[config.mk]
export PLATFORM = sky130hd
export DESIGN_NAME = q_policy_reader
export DESIGN_NICKNAME = d
export VERILOG_FILES = /design/src/rtl/q_policy_reader.sv
export SDC_FILE = /design/constraint.sdc
export NUM_CORES = 1
export LEC_CHECK = 0
export ABC_AREA = 1
export BUFFER_PORTS_ARGS = -buffer_cell sky130_fd_sc_hd__buf_2
export CORE_MARGIN = 2
export CORE_UTILIZATION = 52
export CTS_BUF_LIST = sky130_fd_sc_hd__clkbuf_8
export DETAILED_ROUTE_END_ITERATION = 7
export PLACE_DENSITY = 0.77
export SYNTH_ARGS = -nofsm -noshare
export SYNTH_HDL_FRONTEND = slang
export SYNTH_SLANG_ARGS = --single-unit
[constraint.sdc]
create_clock -name clk -period 1.7 [get_ports clk]
set_input_delay 0.17 -clock clk [delete_from_list [all_inputs] [get_ports clk]]
set_output_delay 0.17 -clock clk [all_outputs]
set_load 0.01 [all_outputs]
[src/rtl/q_policy_reader.sv]
// q_policy_reader: sweeps all grid states, reads the action Q values of each state from the
// Q table read port, picks the greedy (argmax) action and streams one {state, action, qmax}
// record per state over a valid/ready interface.
//
// Ports:
//   clk        clock
//   rst        asynchronous active-low reset
//   start      one-cycle sweep request, honoured only when idle
//   busy       high from the cycle after start is accepted until the done cycle
//   done       one-cycle pulse after the last record is accepted
//   q_rd_en    Q table read enable
//   q_rd_addr  Q table read address {state, action}
//   q_rd_data  Q table read data, valid one cycle after q_rd_en
//   pol_valid  policy record valid
//   pol_ready  downstream accepts the record
//   pol_state  record state index
//   pol_action record greedy action (ties keep the lowest action index)
//   pol_qmax   Q value of the greedy action
module q_policy_reader #(
  parameter int unsigned STATE_BITS  = 6,
  parameter int unsigned ACTION_BITS = 2,
  parameter int unsigned DATA_WIDTH  = 8
) (
  input  logic                              clk,
  input  logic                              rst,
  input  logic                              start,
  output logic                              busy,
  output logic                              done,
  output logic                              q_rd_en,
  output logic [STATE_BITS+ACTION_BITS-1:0] q_rd_addr,
  input  logic [DATA_WIDTH-1:0]             q_rd_data,
  output logic                              pol_valid,
  input  logic                              pol_ready,
  output logic [STATE_BITS-1:0]             pol_state,
  output logic [ACTION_BITS-1:0]            pol_action,
  output logic [DATA_WIDTH-1:0]             pol_qmax
);

  localparam logic [STATE_BITS-1:0]  LastState = '1;
  localparam logic [ACTION_BITS-1:0] LastAct   = '1;

  typedef enum logic [2:0] {StIdle, StRead, StDrain, StOut, StFin} st_e;

  st_e                    st_q, st_d;
  logic [STATE_BITS-1:0]  state_cnt_q, state_cnt_d;
  logic [ACTION_BITS-1:0] act_cnt_q, act_cnt_d;
  logic                   rd_pending_q, rd_pending_d;
  logic [ACTION_BITS-1:0] tag_q, tag_d;
  logic [DATA_WIDTH-1:0]  best_q, best_d;
  logic [ACTION_BITS-1:0] best_a_q, best_a_d;
  logic                   busy_q, busy_d;
  logic                   done_q, done_d;
  logic                   q_rd_en_q, q_rd_en_d;
  logic                   pol_valid_q, pol_valid_d;
  logic [STATE_BITS-1:0]  pol_state_q, pol_state_d;
  logic [ACTION_BITS-1:0] pol_action_q, pol_action_d;
  logic [DATA_WIDTH-1:0]  pol_qmax_q, pol_qmax_d;

  // Compare stage: the pending flag and action tag trail each read by one cycle so they line up
  // with the returned data.
  always_comb begin
    rd_pending_d = q_rd_en_q;
    tag_d        = act_cnt_q;
    best_d       = best_q;
    best_a_d     = best_a_q;
    if (rd_pending_q) begin
      if (tag_q == '0) begin
        best_d   = q_rd_data;
        best_a_d = '0;
      end else if (q_rd_data > best_q) begin
        // Strict compare: a tie keeps the earlier (lower) action.
        best_d   = q_rd_data;
        best_a_d = tag_q;
      end
    end
  end

  // Sweep control and registered outputs.
  always_comb begin
    st_d         = st_q;
    state_cnt_d  = state_cnt_q;
    act_cnt_d    = act_cnt_q;
    busy_d       = busy_q;
    done_d       = 1'b0;
    q_rd_en_d    = q_rd_en_q;
    pol_valid_d  = pol_valid_q;
    pol_state_d  = pol_state_q;
    pol_action_d = pol_action_q;
    pol_qmax_d   = pol_qmax_q;
    unique case (st_q)
      StIdle: begin
        if (start) begin
          st_d        = StRead;
          state_cnt_d = '0;
          act_cnt_d   = '0;
          q_rd_en_d   = 1'b1;
          busy_d      = 1'b1;
        end
      end
      StRead: begin
        if (act_cnt_q == LastAct) begin
          st_d      = StDrain;
          q_rd_en_d = 1'b0;
        end else begin
          act_cnt_d = act_cnt_q + 1'b1;
        end
      end
      StDrain: begin
        // The last action's compare resolves on this edge, so capture the next-state values.
        st_d         = StOut;
        pol_valid_d  = 1'b1;
        pol_state_d  = state_cnt_q;
        pol_action_d = best_a_d;
        pol_qmax_d   = best_d;
      end
      StOut: begin
        if (pol_ready) begin
          pol_valid_d = 1'b0;
          if (state_cnt_q == LastState) begin
            st_d   = StFin;
            done_d = 1'b1;
          end else begin
            st_d        = StRead;
            state_cnt_d = state_cnt_q + 1'b1;
            act_cnt_d   = '0;
            q_rd_en_d   = 1'b1;
          end
        end
      end
      StFin: begin
        st_d        = StIdle;
        busy_d      = 1'b0;
        state_cnt_d = '0;
        act_cnt_d   = '0;
      end
      default: begin
        st_d = StIdle;
      end
    endcase
  end

  always_ff @(posedge clk or negedge rst) begin
    if (!rst) begin
      st_q         <= StIdle;
      state_cnt_q  <= '0;
      act_cnt_q    <= '0;
      rd_pending_q <= 1'b0;
      tag_q        <= '0;
      best_q       <= '0;
      best_a_q     <= '0;
      busy_q       <= 1'b0;
      done_q       <= 1'b0;
      q_rd_en_q    <= 1'b0;
      pol_valid_q  <= 1'b0;
      pol_state_q  <= '0;
      pol_action_q <= '0;
      pol_qmax_q   <= '0;
    end else begin
      st_q         <= st_d;
      state_cnt_q  <= state_cnt_d;
      act_cnt_q    <= act_cnt_d;
      rd_pending_q <= rd_pending_d;
      tag_q        <= tag_d;
      best_q       <= best_d;
      best_a_q     <= best_a_d;
      busy_q       <= busy_d;
      done_q       <= done_d;
      q_rd_en_q    <= q_rd_en_d;
      pol_valid_q  <= pol_valid_d;
      pol_state_q  <= pol_state_d;
      pol_action_q <= pol_action_d;
      pol_qmax_q   <= pol_qmax_d;
    end
  end

  assign busy       = busy_q;
  assign done       = done_q;
  assign q_rd_en    = q_rd_en_q;
  assign q_rd_addr  = {state_cnt_q, act_cnt_q};
  assign pol_valid  = pol_valid_q;
  assign pol_state  = pol_state_q;
  assign pol_action = pol_action_q;
  assign pol_qmax   = pol_qmax_q;

endmodule

==> parameters.txt, run 1 <==
Parameter                              Value

Worst setup path
  CP startpoint kind ... register
  Slowest cell delay on critical path ... 0.38 ns
  Critical path origin ... best_q[7]
  Worst path slowest cell ... sky130_fd_sc_hd__dfrtp_1
  Buf/Inv on CP ... 1
  Start of the worst register-to-register path ... best_q[7]
  Top cell family by delay on the critical path ... simple AND/OR/NAND/NOR gates
  CP Data Arrival Time ... between 1.5 and 2 ns
  Chain of cells forming the critical path ... inv_2 > ha_4 > a21o_1 > nor2_2 > nand2_2 > nand2_2 > nand2_4 > nand2_8 > nand2_1 > and2_1
  Required time worst endpoint ... 1.89 ns
  Setup crit end kind ... register
  Worst path most repeated cell ... sky130_fd_sc_hd__nand2_2
  CP Max Fanout ... 8
  Critical path start-end classification ... reg2reg

Logic synthesis
  Number of cells produced by synthesis ... 260
  Count of cell types in the netlist ... 27
  Total of flip-flops plus latches after synthesis ... 44
  Net count of the mapped netlist ... 282
  Average size of a mapped cell ... approximately 8.4 µm²
  Combined area of all synthesized cells ... 0.00219 mm²
  Sequential element share of the synthesized area ... 50.3%
  Area share of the largest cell type after synthesis ... roughly half
  Cell type with the highest aggregate area in the netlist ... sky130_fd_sc_hd__dfrtp_1
  Top area cells in the synthesized netlist ... sky130_fd_sc_hd__dfrtp_1, sky130_fd_sc_hd__nand2_1, sky130_fd_sc_hd__inv_1, sky130_fd_sc_hd__ha_1, sky130_fd_sc_hd__nand3_1
  Synth warnings ... 0

Placement
  Post-place setup slack ... -0.0719 ns
  Global placement routability congestion ... 0.847
  Number of port buffers ... 39
  Half-perimeter wire length of the detailed placement result ... 3330 µm

Timing
  Remaining max-slew budget at the tightest pin ... between 50% and 60%
  Worst clock skew ... 0.00559 ns
  Setup repair after global routing missed its margin ... true
  Share of the clock period used by the worst path ... 101%
  Final critical-path setup slack ... -0.0157 ns
  Final critical delay including setup and external delays ... about 1.7 ns
  Slew of the pin with the lowest slew margin ... 0.600 ns
  Final setup violation count ... 1
  Final-report hold violation count ... 0
  Number of slew-limit violations in the final report ... 0
  Achievable frequency ... 583 MHz

Flow run
  MaxCap Viol Count ... 0

Global route
  Global-route wire length before repair ... ~7400 µm
  GRT Residual Overflow ... 0
  Pin count of the biggest net entering global routing ... 45
  GRT Total Usage ... a little over a fifth
  Vias in the first global route ... approximately 1800
  Number of antenna violations at the first check in global routing ... 0

Routing
  DRC viols ... 0
  Average detailed-routed wire length per instance ... 13.8 µm
  Average vias per placed instance ... 5.16
  1st-iter DRT viols ... 118
  Router iterations before antenna repair ... 7
  Count of antenna-violating nets left after detailed routing ... 0
  Final Routed Wirelength ... 5120 µm
  Detailed-route via count ... 1911

Clock network
  Clock edge transition at the registers on the reported setup and hold paths ... approximately 0.080 ns
  TritonCTS clock tree ... yes
  Root Buffer Master ... sky130_fd_sc_hd__clkbuf_8
  Number of buffers added by the clock tree synthesis step ... 5
  Buffer levels on the longest clock path ... 2
  Deepest level of the CTS H-tree ... 2
  Clock sinks ... 44
  Clock insertion delay at the later pin of the skew report ... 0.30 ns

Min path
  Worst hold start ... start
  Class of the tightest hold or removal check ... in2reg

Finish
  Commonest cells after routing, fill and taps aside ... sky130_fd_sc_hd__nand2_1, sky130_fd_sc_hd__dfrtp_1, sky130_fd_sc_hd__buf_2, sky130_fd_sc_hd__inv_1, sky130_fd_sc_hd__o21ai_0
  Fill cell total of the finished layout ... 321
  Most frequent standard cell in the layout excluding fill and tap cells ... sky130_fd_sc_hd__nand2_1
  Diode count ... 0
  Final Net Count ... 342
  Layout cell share with drive strength beyond 1 ... 36.9%
  Area growth syn-to-layout ... 31.6%

Run status
  Failing checks ... setup timing
  Result of the run ... complete, but fails checks

Die
  Starting Density ... 54.3%
  Top-level port count ... 40
  Die outline width ... between 60 and 70 µm
  Row count ... 23
  Die boundary height ... roughly 69 µm
  Core footprint ... 0.00403 mm²
  Overall die area ... 0.00475 mm²

Power and ir drop
  IR Drop Worst-Case VDD ... 0.813 mV
  Power Total ... ~0.0051 W
  Leak pwr ... around 1.5 nW
  Total power divided by cell area ... 1790 mW/mm²
==> worst paths after layout <==
check / endpoint / slack [ns] / cells past startpoint
min in group asynchronous: pol_action[0] / 0.37 / 3
worst min register to register: rd_pending_q / 0.41 / 0
worst min-delay path: busy / 0.10 / 3
max in group asynchronous: pol_qmax[7] / 1.12 / 3
worst max-delay path: best_q[5] / -0.02 / 10
worst max register to register: best_q[5] / -0.02 / 10
==> routing by layer <==
metal  wire, µm  share of wire [%]  vias up  GRT usage (%)
met4         98                1.9        0           6.62
met1       2220                 43      905           26.6
met2       2580                 50       49           36.1
met3        228                4.4       14           5.03
li1           -                  -      943              -
met5          0                  0        -              0
==> stage by stage <==
stage          setup TNS [ns]  util, %  hold WS, ns  cell area (µm²)  cells
2_1_floorplan               0        -       -0.126             2190    260
3_3_place_gp                0     63.0        0.166             2540    356
3_5_place_dp           -0.859     63.0        0.169             2540    356
4_1_cts                     0     65.8        0.103             2650    364
5_1_grt                -0.966     71.5        0.104             2880    370
6_report              -0.0157     71.5        0.104             2880    370
==> registers in the layout, summed over array words and instances (netlist names) <==
name,flops
best_q,8
act_cnt_q,2
done,1
best_a_q,2
st_q,3
tag_q,2
state_cnt_q,6
pol_action,2
busy,1
pol_valid,1
rd_pending_q,1
q_rd_en,1
pol_state,6
pol_qmax,8
==> cell usage after synthesis, drive strengths merged <==
| library cell | number |
|---|---|
| nand3 | 24 |
| and2 | 8 |
| o21ai | 21 |
| a21boi | 1 |
| o211ai | 1 |
| a21o | 1 |
| a21oi | 3 |
| inv | 42 |
| nor3 | 2 |
| o31ai | 1 |
| nand2 | 74 |
| nand3b | 2 |
| nand4 | 5 |
| nor2 | 15 |
| ha | 10 |
| dfrtp | 44 |
| clkbuf | 4 |
| xor2 | 1 |
| o21a | 1 |
==> cells by family after synthesis <==
group | after synthesis | synth area share [%]
AND/OR/NAND/NOR | 130 | 27.6
buffers and inverters | 46 | 7.89
flip-flops | 44 | 50.3
AO/OA/AOI/OAI | 29 | 8.12
adder cells (fa/ha/maj) | 10 | 5.71
XOR/XNOR | 1 | 0.400
==> power breakdown <==
part           total [W]  switching (W)  internal (W)
registers        0.00170       0.000272       0.00142
clock network   0.000624       0.000350      0.000274
logic            0.00283        0.00158       0.00124
==> final cells by class <==
| type | count | area, µm² | area share, % |
|---|---|---|---|
| multi-input cells | 170 | 1110 | 38.6 |
| flip-flops and latches | 44 | 1100 | 38.2 |
| repair buffers | 57 | 369 | 12.8 |
| inverters | 42 | 158 | 5.47 |
| clock buffers | 5 | 68.8 | 2.39 |
| well taps | 50 | 62.6 | 2.17 |
| clock inverters | 2 | 8.76 | 0.304 |
==> tightest hold or removal path: stages <==
cell and delay, ns:
sky130_fd_sc_hd__buf_2 0.09, sky130_fd_sc_hd__nand2_1 0.05, sky130_fd_sc_hd__nand2_1 0.06
==> timing repair <==
item | in CTS | in global routing
resized for setup | 7 | 42
endpoints found under the hold margin | 44 | 0
hold buffers | 1 | 0
pin swaps | 3 | 27
setup buffers | 0 | 6
endpoints found under the setup margin | 16 | 21
No activity file was read; power rests on OpenSTA's default activity.
==> run 2, diff against run 1 <==
==> constraint.sdc (replaced) <==
create_clock -name clk -period 1.7 [get_ports clk]
set_input_delay 0.17 -clock clk [delete_from_list [all_inputs] [get_ports clk]]
set_output_delay 0.17 -clock clk [all_outputs]
set_load 0.1 [all_outputs]
==> run 2 against run 1 <==
  * The flow still finishes with violations (setup timing)
  * Non-clock buffer count is 3 lower
  * Critical path depth is 3 higher
  * Sequential share of layout area is 0.80 points lower
  * Clock skew is 0.0029 ns higher
  * Setup slack worse by 0.058 ns
  * Cell count is 0.54% lower
==> parameters.txt, run 2 (synthesis results as in run 1) <==
Parameter                              Value

Worst setup path
  Slowest cell delay on critical path ... 0.35 ns
  Critical path start-end classification ... reg2reg
  CP Max Fanout ... 4
  Start of the worst register-to-register path ... best_q[3]
  Top cell family by delay on the critical path ... simple AND/OR/NAND/NOR gates
  Capture instance of the worst register-to-register path ... best_q[5]
  CP Data Arrival Time ... 1.97 ns
  Worst path slowest cell ... sky130_fd_sc_hd__dfrtp_1
  Required time worst endpoint ... 1.89 ns
  R2R Setup Slk ... -0.07 ns
  Setup crit end kind ... register
  Buf/Inv on CP ... 3
  Depth of the worst register-to-register path ... 13
  Chain of cells forming the critical path ... inv_2 > ha_4 > nand2_2 > inv_2 > nand2_1 > nand2_1 > nand2_1 > nand2_2 > nand2_2 > nand2_4 > buf_6 > nand3_1 > and2_1
  CP startpoint kind ... register

Placement
  Number of port buffers ... 39
  Global placement routability congestion ... 0.856
  Half-perimeter wire length of the detailed placement result ... 3430 µm

Die
  Row count ... 23
  Top-level port count ... 40
  Overall die area ... 0.00475 mm²
  Die outline width ... 68.9 µm
  Starting Density ... 54.3%
  Core footprint ... 0.00403 mm²
  Die boundary height ... 68.9 µm

Clock network
  Root Buffer Master ... sky130_fd_sc_hd__clkbuf_8
  TritonCTS clock tree ... yes
  Number of buffers added by the clock tree synthesis step ... 5
  Clock insertion delay at the later pin of the skew report ... 0.29 ns
  Deepest level of the CTS H-tree ... 2
  Clock edge transition at the registers on the reported setup and hold paths ... 0.09 ns
  Clock sinks ... 44
  Buffer levels on the longest clock path ... 2

Routing
  DRC viols ... 0
  Average vias per placed instance ... 5.14
  Average detailed-routed wire length per instance ... 14.5 µm
  Detailed-route via count ... between 1500 and 2000
  Count of antenna-violating nets left after detailed routing ... 0
  1st-iter DRT viols ... 96
  Final Routed Wirelength ... 5330 µm
  Router iterations before antenna repair ... 5

Run status
  Failing checks ... setup timing
  Result of the run ... complete, but fails checks

Global route
  Vias in the first global route ... 1714
  Number of antenna violations at the first check in global routing ... 0
  GRT Total Usage ... between 20 and 25%
  Pin count of the biggest net entering global routing ... 29
  Global-route wire length before repair ... approximately 7700 µm
  GRT Residual Overflow ... 0

Timing
  Final-report hold violation count ... 0
  Setup repair after global routing missed its margin ... true
  Number of slew-limit violations in the final report ... 0
  Final setup violation count ... 13
  Share of the clock period used by the worst path ... 104%
  Achievable frequency ... 564 MHz
  Slew of the pin with the lowest slew margin ... 0.692 ns
  Final critical delay including setup and external delays ... roughly 1.8 ns
  Final TNS setup ... -0.373 ns
  Worst clock skew ... ~0.0085 ns
  Final critical-path setup slack ... -0.0734 ns
  Remaining max-slew budget at the tightest pin ... a little over half

Finish
  Area growth syn-to-layout ... 36.2%
  Most frequent standard cell in the layout excluding fill and tap cells ... sky130_fd_sc_hd__nand2_1
  Diode count ... 0
  Commonest cells after routing, fill and taps aside ... sky130_fd_sc_hd__nand2_1, sky130_fd_sc_hd__buf_2, sky130_fd_sc_hd__dfrtp_1, sky130_fd_sc_hd__inv_1, sky130_fd_sc_hd__o21ai_0
  Final Net Count ... 339
  Layout cell share with drive strength beyond 1 ... 42.1%

Min path
  Worst hold start ... start
  Hold-critical path endpoint ... busy
  Class of the tightest hold or removal check ... in2reg
  Count of cells along the worst hold path ... 3

Flow run
  MaxCap Viol Count ... 0
run 2: cell count changes in the layout (fill, tap and decap cells not counted), sizes merged:
cell,before,now
clkinvlp,0,1
bufinv,0,1
inv,43,42
buf,56,53
run 2: layer usage:
metal	global-route usage, %	vias to the layer above	part of all wire, %
li1	-	938	-
met1	29.7	890	42
met2	36.9	57	51
met3	4.71	8	5.5
met4	4.41	0	1.5
met5	0	-	0
run 2: cell type report:
class	count	area [µm²]
well taps	50	62.6
fillers	285	1050
multi-input cells	170	1190
clock buffers	5	68.8
flip-flops and latches	44	1120
clock inverters	3	42.5
inverters	42	158
repair buffers	54	343
run 2: repair_timing:
action | 4_1_cts | 5_1_grt
gates resized for setup | 6 | 60
endpoints found under the hold margin | 16 | 0
setup endpoints to repair | 16 | 22
hold buffers | 1 | 0
pin swaps | 5 | 29
setup buffers | 0 | 3
run 2: worst max-delay path by stage:
| stage | cells after the start | from | slack, ns | endpoint |
|---|---|---|---|---|
| 2_1_floorplan | 7 | state_cnt_q[0] | 0.01 | busy |
| 3_3_place_gp | 10 | best_q[7] | 0.03 | best_q[3] |
| 3_5_place_dp | 11 | best_q[7] | -0.005 | pol_qmax[0] |
| 4_1_cts | 10 | best_q[7] | 0.008 | best_q[1] |
| 5_1_grt | 13 | best_q[1] | -0.14 | best_q[5] |
| 6_report | 13 | best_q[3] | -0.07 | best_q[5] |
run 2: worst min-delay path, cell delays in order:
cell,delay (ns)
sky130_fd_sc_hd__buf_2,0.08
sky130_fd_sc_hd__nand2_1,0.04
sky130_fd_sc_hd__nand2_1,0.05
run 2: per-stage QoR:
stage               utilization, %  cell area [µm²]  instances  hold slack, ns  setup WS (ns)
global route                  74.0             2980        368           0.112         -0.142
global placement              63.5             2560        356           0.118         0.0311
floorplan                        -             2210        260          -0.126         0.0142
finish                        74.0             2980        368          0.0879        -0.0734
CTS                           67.0             2700        365          0.0915        0.00820
detailed placement            63.5             2560        356           0.119       -0.00466
Power of run 2 is left out: the tool's default activity adds up to more than one toggle a clock period on the data nets, which glitch-free logic cannot reach.
==> run 3, diff against run 2 <==
- ABC_AREA: 1 -> not set
==> run 3 against run 2 <==
  * The run still ends with setup timing left
  * Global-route usage is 1.0 points higher
  * Die area is 2.5% higher
  * Setup slack worse by 0.14 ns
  * Core utilization is 0.37 points higher
  * Final area is 1.9% higher
  * Clock-buffer cell count is 1 higher
  * Cell count is 5.2% lower
  * Sequential share of layout area is 0.59 points lower
  * Non-clock buffer count is 16 higher
  * Worst hold slack better by 0.035 ns
  * Critical endpoint is now pol_qmax[1]
==> parameters.txt, run 3 <==
Parameter                              Value

Run status
  Result of the run ... complete, but fails checks
  Failing checks ... setup timing

Worst setup path
  Critical path origin ... best_q[5]
  Start of the worst register-to-register path ... best_q[5]
  Setup crit end kind ... register
  Required time worst endpoint ... 1.92 ns
  Critical path start-end classification ... reg2reg
  CP Data Arrival Time ... 2.14 ns
  CP Max Fanout ... 8
  CP startpoint kind ... register

Logic synthesis
  Top area cells in the synthesized netlist ... sky130_fd_sc_hd__dfrtp_1, sky130_fd_sc_hd__nand2_1, sky130_fd_sc_hd__ha_1, sky130_fd_sc_hd__nor2_1, sky130_fd_sc_hd__a31oi_1
  Number of flops mapped to enable cells by yosys ... 0
  Most numerous cell in the Yosys netlist ... sky130_fd_sc_hd__dfrtp_1
  Average size of a mapped cell ... 9.73 µm²
  Sequential element share of the synthesized area ... 49.0%
  Combined area of all synthesized cells ... between 0.002 and 0.0025 mm²
  Area share of the largest cell type after synthesis ... 49.0%
  Synth warnings ... 0
  Proportion of synthesized flip-flops having asynchronous set or reset ... 100%
  Dominant synthesized flop cell ... sky130_fd_sc_hd__dfrtp_1
  Total of flip-flops plus latches after synthesis ... between 40 and 50
  Cell type with the highest aggregate area in the netlist ... sky130_fd_sc_hd__dfrtp_1
  Number of cells produced by synthesis ... 231
  Post-synth top cells ... sky130_fd_sc_hd__dfrtp_1, sky130_fd_sc_hd__nand2_1, sky130_fd_sc_hd__nor2_1
  Count of cell types in the netlist ... 46
  Net count of the mapped netlist ... 253

Placement
  Global placement routability congestion ... 0.775
  Instance area at placement ... about 0.0027 mm²
  Post-place setup slack ... -0.135 ns
  Number of port buffers ... 39
  Half-perimeter wire length of the detailed placement result ... 3460 µm

Clock network
  Clock insertion delay at the later pin of the skew report ... ~0.29 ns
  Number of buffers added by the clock tree synthesis step ... 5
  Buffer levels on the longest clock path ... 2
  Clock sinks ... 44
  Root Buffer Master ... sky130_fd_sc_hd__clkbuf_8
  TritonCTS clock tree ... yes
  Deepest level of the CTS H-tree ... 2
  Clock edge transition at the registers on the reported setup and hold paths ... around 0.080 ns

Global route
  Global-route wire length before repair ... between 9000 and 10000 µm
  Vias in the first global route ... 1897
  GRT Total Usage ... 23.0%
  Number of antenna violations at the first check in global routing ... 0
  Pin count of the biggest net entering global routing ... 23
  GRT Residual Overflow ... 0

Routing
  Final Routed Wirelength ... 5620 µm
  Count of antenna-violating nets left after detailed routing ... 0
  Detailed-route via count ... 2004
  Average vias per placed instance ... 5.74
  Average detailed-routed wire length per instance ... 16.1 µm
  1st-iter DRT viols ... 138
  DRC viols ... 0
  Router iterations before antenna repair ... 4

Flow run
  MaxCap Viol Count ... 0

Die
  Core footprint ... 0.00409 mm²
  Row count ... 23
  Die boundary height ... 69.7 µm
  Starting Density ... 55.0%
  Die outline width ... around 70 µm
  Overall die area ... 0.00486 mm²
  Top-level port count ... 40

Min path
  Worst hold start ... pol_ready
  Class of the tightest hold or removal check ... in2reg

Finish
  Fill cell total of the finished layout ... slightly below 300
  Diode count ... 0
  Sequential cell area ... approximately 0.0011 mm²
  Commonest cells after routing, fill and taps aside ... sky130_fd_sc_hd__buf_2, sky130_fd_sc_hd__nand2_1, sky130_fd_sc_hd__dfrtp_1, sky130_fd_sc_hd__buf_4, sky130_fd_sc_hd__nor2_1
  Area growth syn-to-layout ... 35.3%
  Layout cell share with drive strength beyond 1 ... 45.2%
  Final Net Count ... 320
  Most frequent standard cell in the layout excluding fill and tap cells ... sky130_fd_sc_hd__buf_2
  Area used by multi-input combinational logic ... between 0.001 and 0.0015 mm²
  Post-route design area ... 0.00304 mm²

Timing
  Achievable frequency ... 522 MHz
  Number of slew-limit violations in the final report ... 0
  Worst clock skew ... 0.00500 ns
  Post-Route Hold Slack ... 0.123 ns
  Final setup violation count ... 20
  Share of the clock period used by the worst path ... 113%
  Slew of the pin with the lowest slew margin ... 0.497 ns
  Setup repair after global routing missed its margin ... true
  Remaining max-slew budget at the tightest pin ... roughly two thirds
  Final critical delay including setup and external delays ... 1.91 ns
  Final-report hold violation count ... 0
  Final critical-path setup slack ... -0.215 ns
[run 3: cell count changes in the layout (fill, tap and decap cells not counted), moves of 6 or more]
cell	change
sky130_fd_sc_hd__buf_4	+17
sky130_fd_sc_hd__nand2_4	-10
sky130_fd_sc_hd__inv_1	-18
sky130_fd_sc_hd__nand2_2	-9
sky130_fd_sc_hd__inv_2	-8
sky130_fd_sc_hd__a31oi_1	+9
sky130_fd_sc_hd__a21oi_1	+6
sky130_fd_sc_hd__nand2_1	-16
sky130_fd_sc_hd__nor2_1	+7
sky130_fd_sc_hd__nand3_2	-9
sky130_fd_sc_hd__nand3_1	-11
sky130_fd_sc_hd__o21ai_0	-9
[run 3: per-stage QoR]
step           utilization (%)  instances  TNS (ns)
5_1_grt                   74.4        349     -4.40
2_1_floorplan                -        231    -0.488
4_1_cts                   71.6        347     -1.13
6_report                  74.4        349     -2.90
3_3_place_gp              65.7        331    -0.813
3_5_place_dp              65.7        331     -1.39
[run 3: repair_timing]
action,CTS,global route
gates resized for setup,14,21
pin swaps,5,15
endpoints found under the hold margin,14,0
hold buffers,1,0
endpoints found under the setup margin,20,24
cloned,2,0
setup buffers,5,2
[run 3: kinds of logic after synthesis]
family,count (synthesis),share of synthesized area [%]
buffers and inverters,27,5.57
AND/OR/NAND/NOR,87,18.5
adder cells (fa/ha/maj),10,5.57
multiplexers,3,1.61
AO/OA/AOI/OAI,60,19.7
flip-flops,44,49.0
[run 3: final cells by class]
cell class | count | area share, %
multi-input combinational | 162 | 41.4
sequential | 44 | 36.8
timing repair buffer | 70 | 14.8
clock buffer | 6 | 2.72
tap | 50 | 2.06
inverter | 15 | 1.85
clock inverter | 2 | 0.370
[run 3: routing by layer]
metal  track usage [%]  vias to the layer above  part of all wire, %
met5                 0                        -                    0
met4              6.84                        0                  3.0
met3              4.36                       11                  4.1
met2              37.3                       53                   50
met1              31.8                      972                   43
li1                  -                      968                    -
[run 3: worst paths after layout]
check | to | slack (ns) | depth (start not counted)
max | pol_qmax[1] | -0.21 | 6
min | st_q[1] | 0.12 | 2
max reg2reg | pol_qmax[1] | -0.21 | 6
min reg2reg | tag_q[1] | 0.43 | 0
max in group asynchronous | st_q[2] | 0.92 | 3
min in group asynchronous | best_q[3] | 0.32 | 2
[run 3: worst max-delay path, cell delays in order, from the launching register on]
cell and delay [ns]:
sky130_fd_sc_hd__dfrtp_1 0.34, sky130_fd_sc_hd__inv_2 0.05, sky130_fd_sc_hd__ha_4 0.29, sky130_fd_sc_hd__nand4_1 0.24, sky130_fd_sc_hd__o32a_4 0.49, sky130_fd_sc_hd__a31o_2 0.28
sky130_fd_sc_hd__a31oi_1 0.15
Power of run 3 is left out for the same reason.
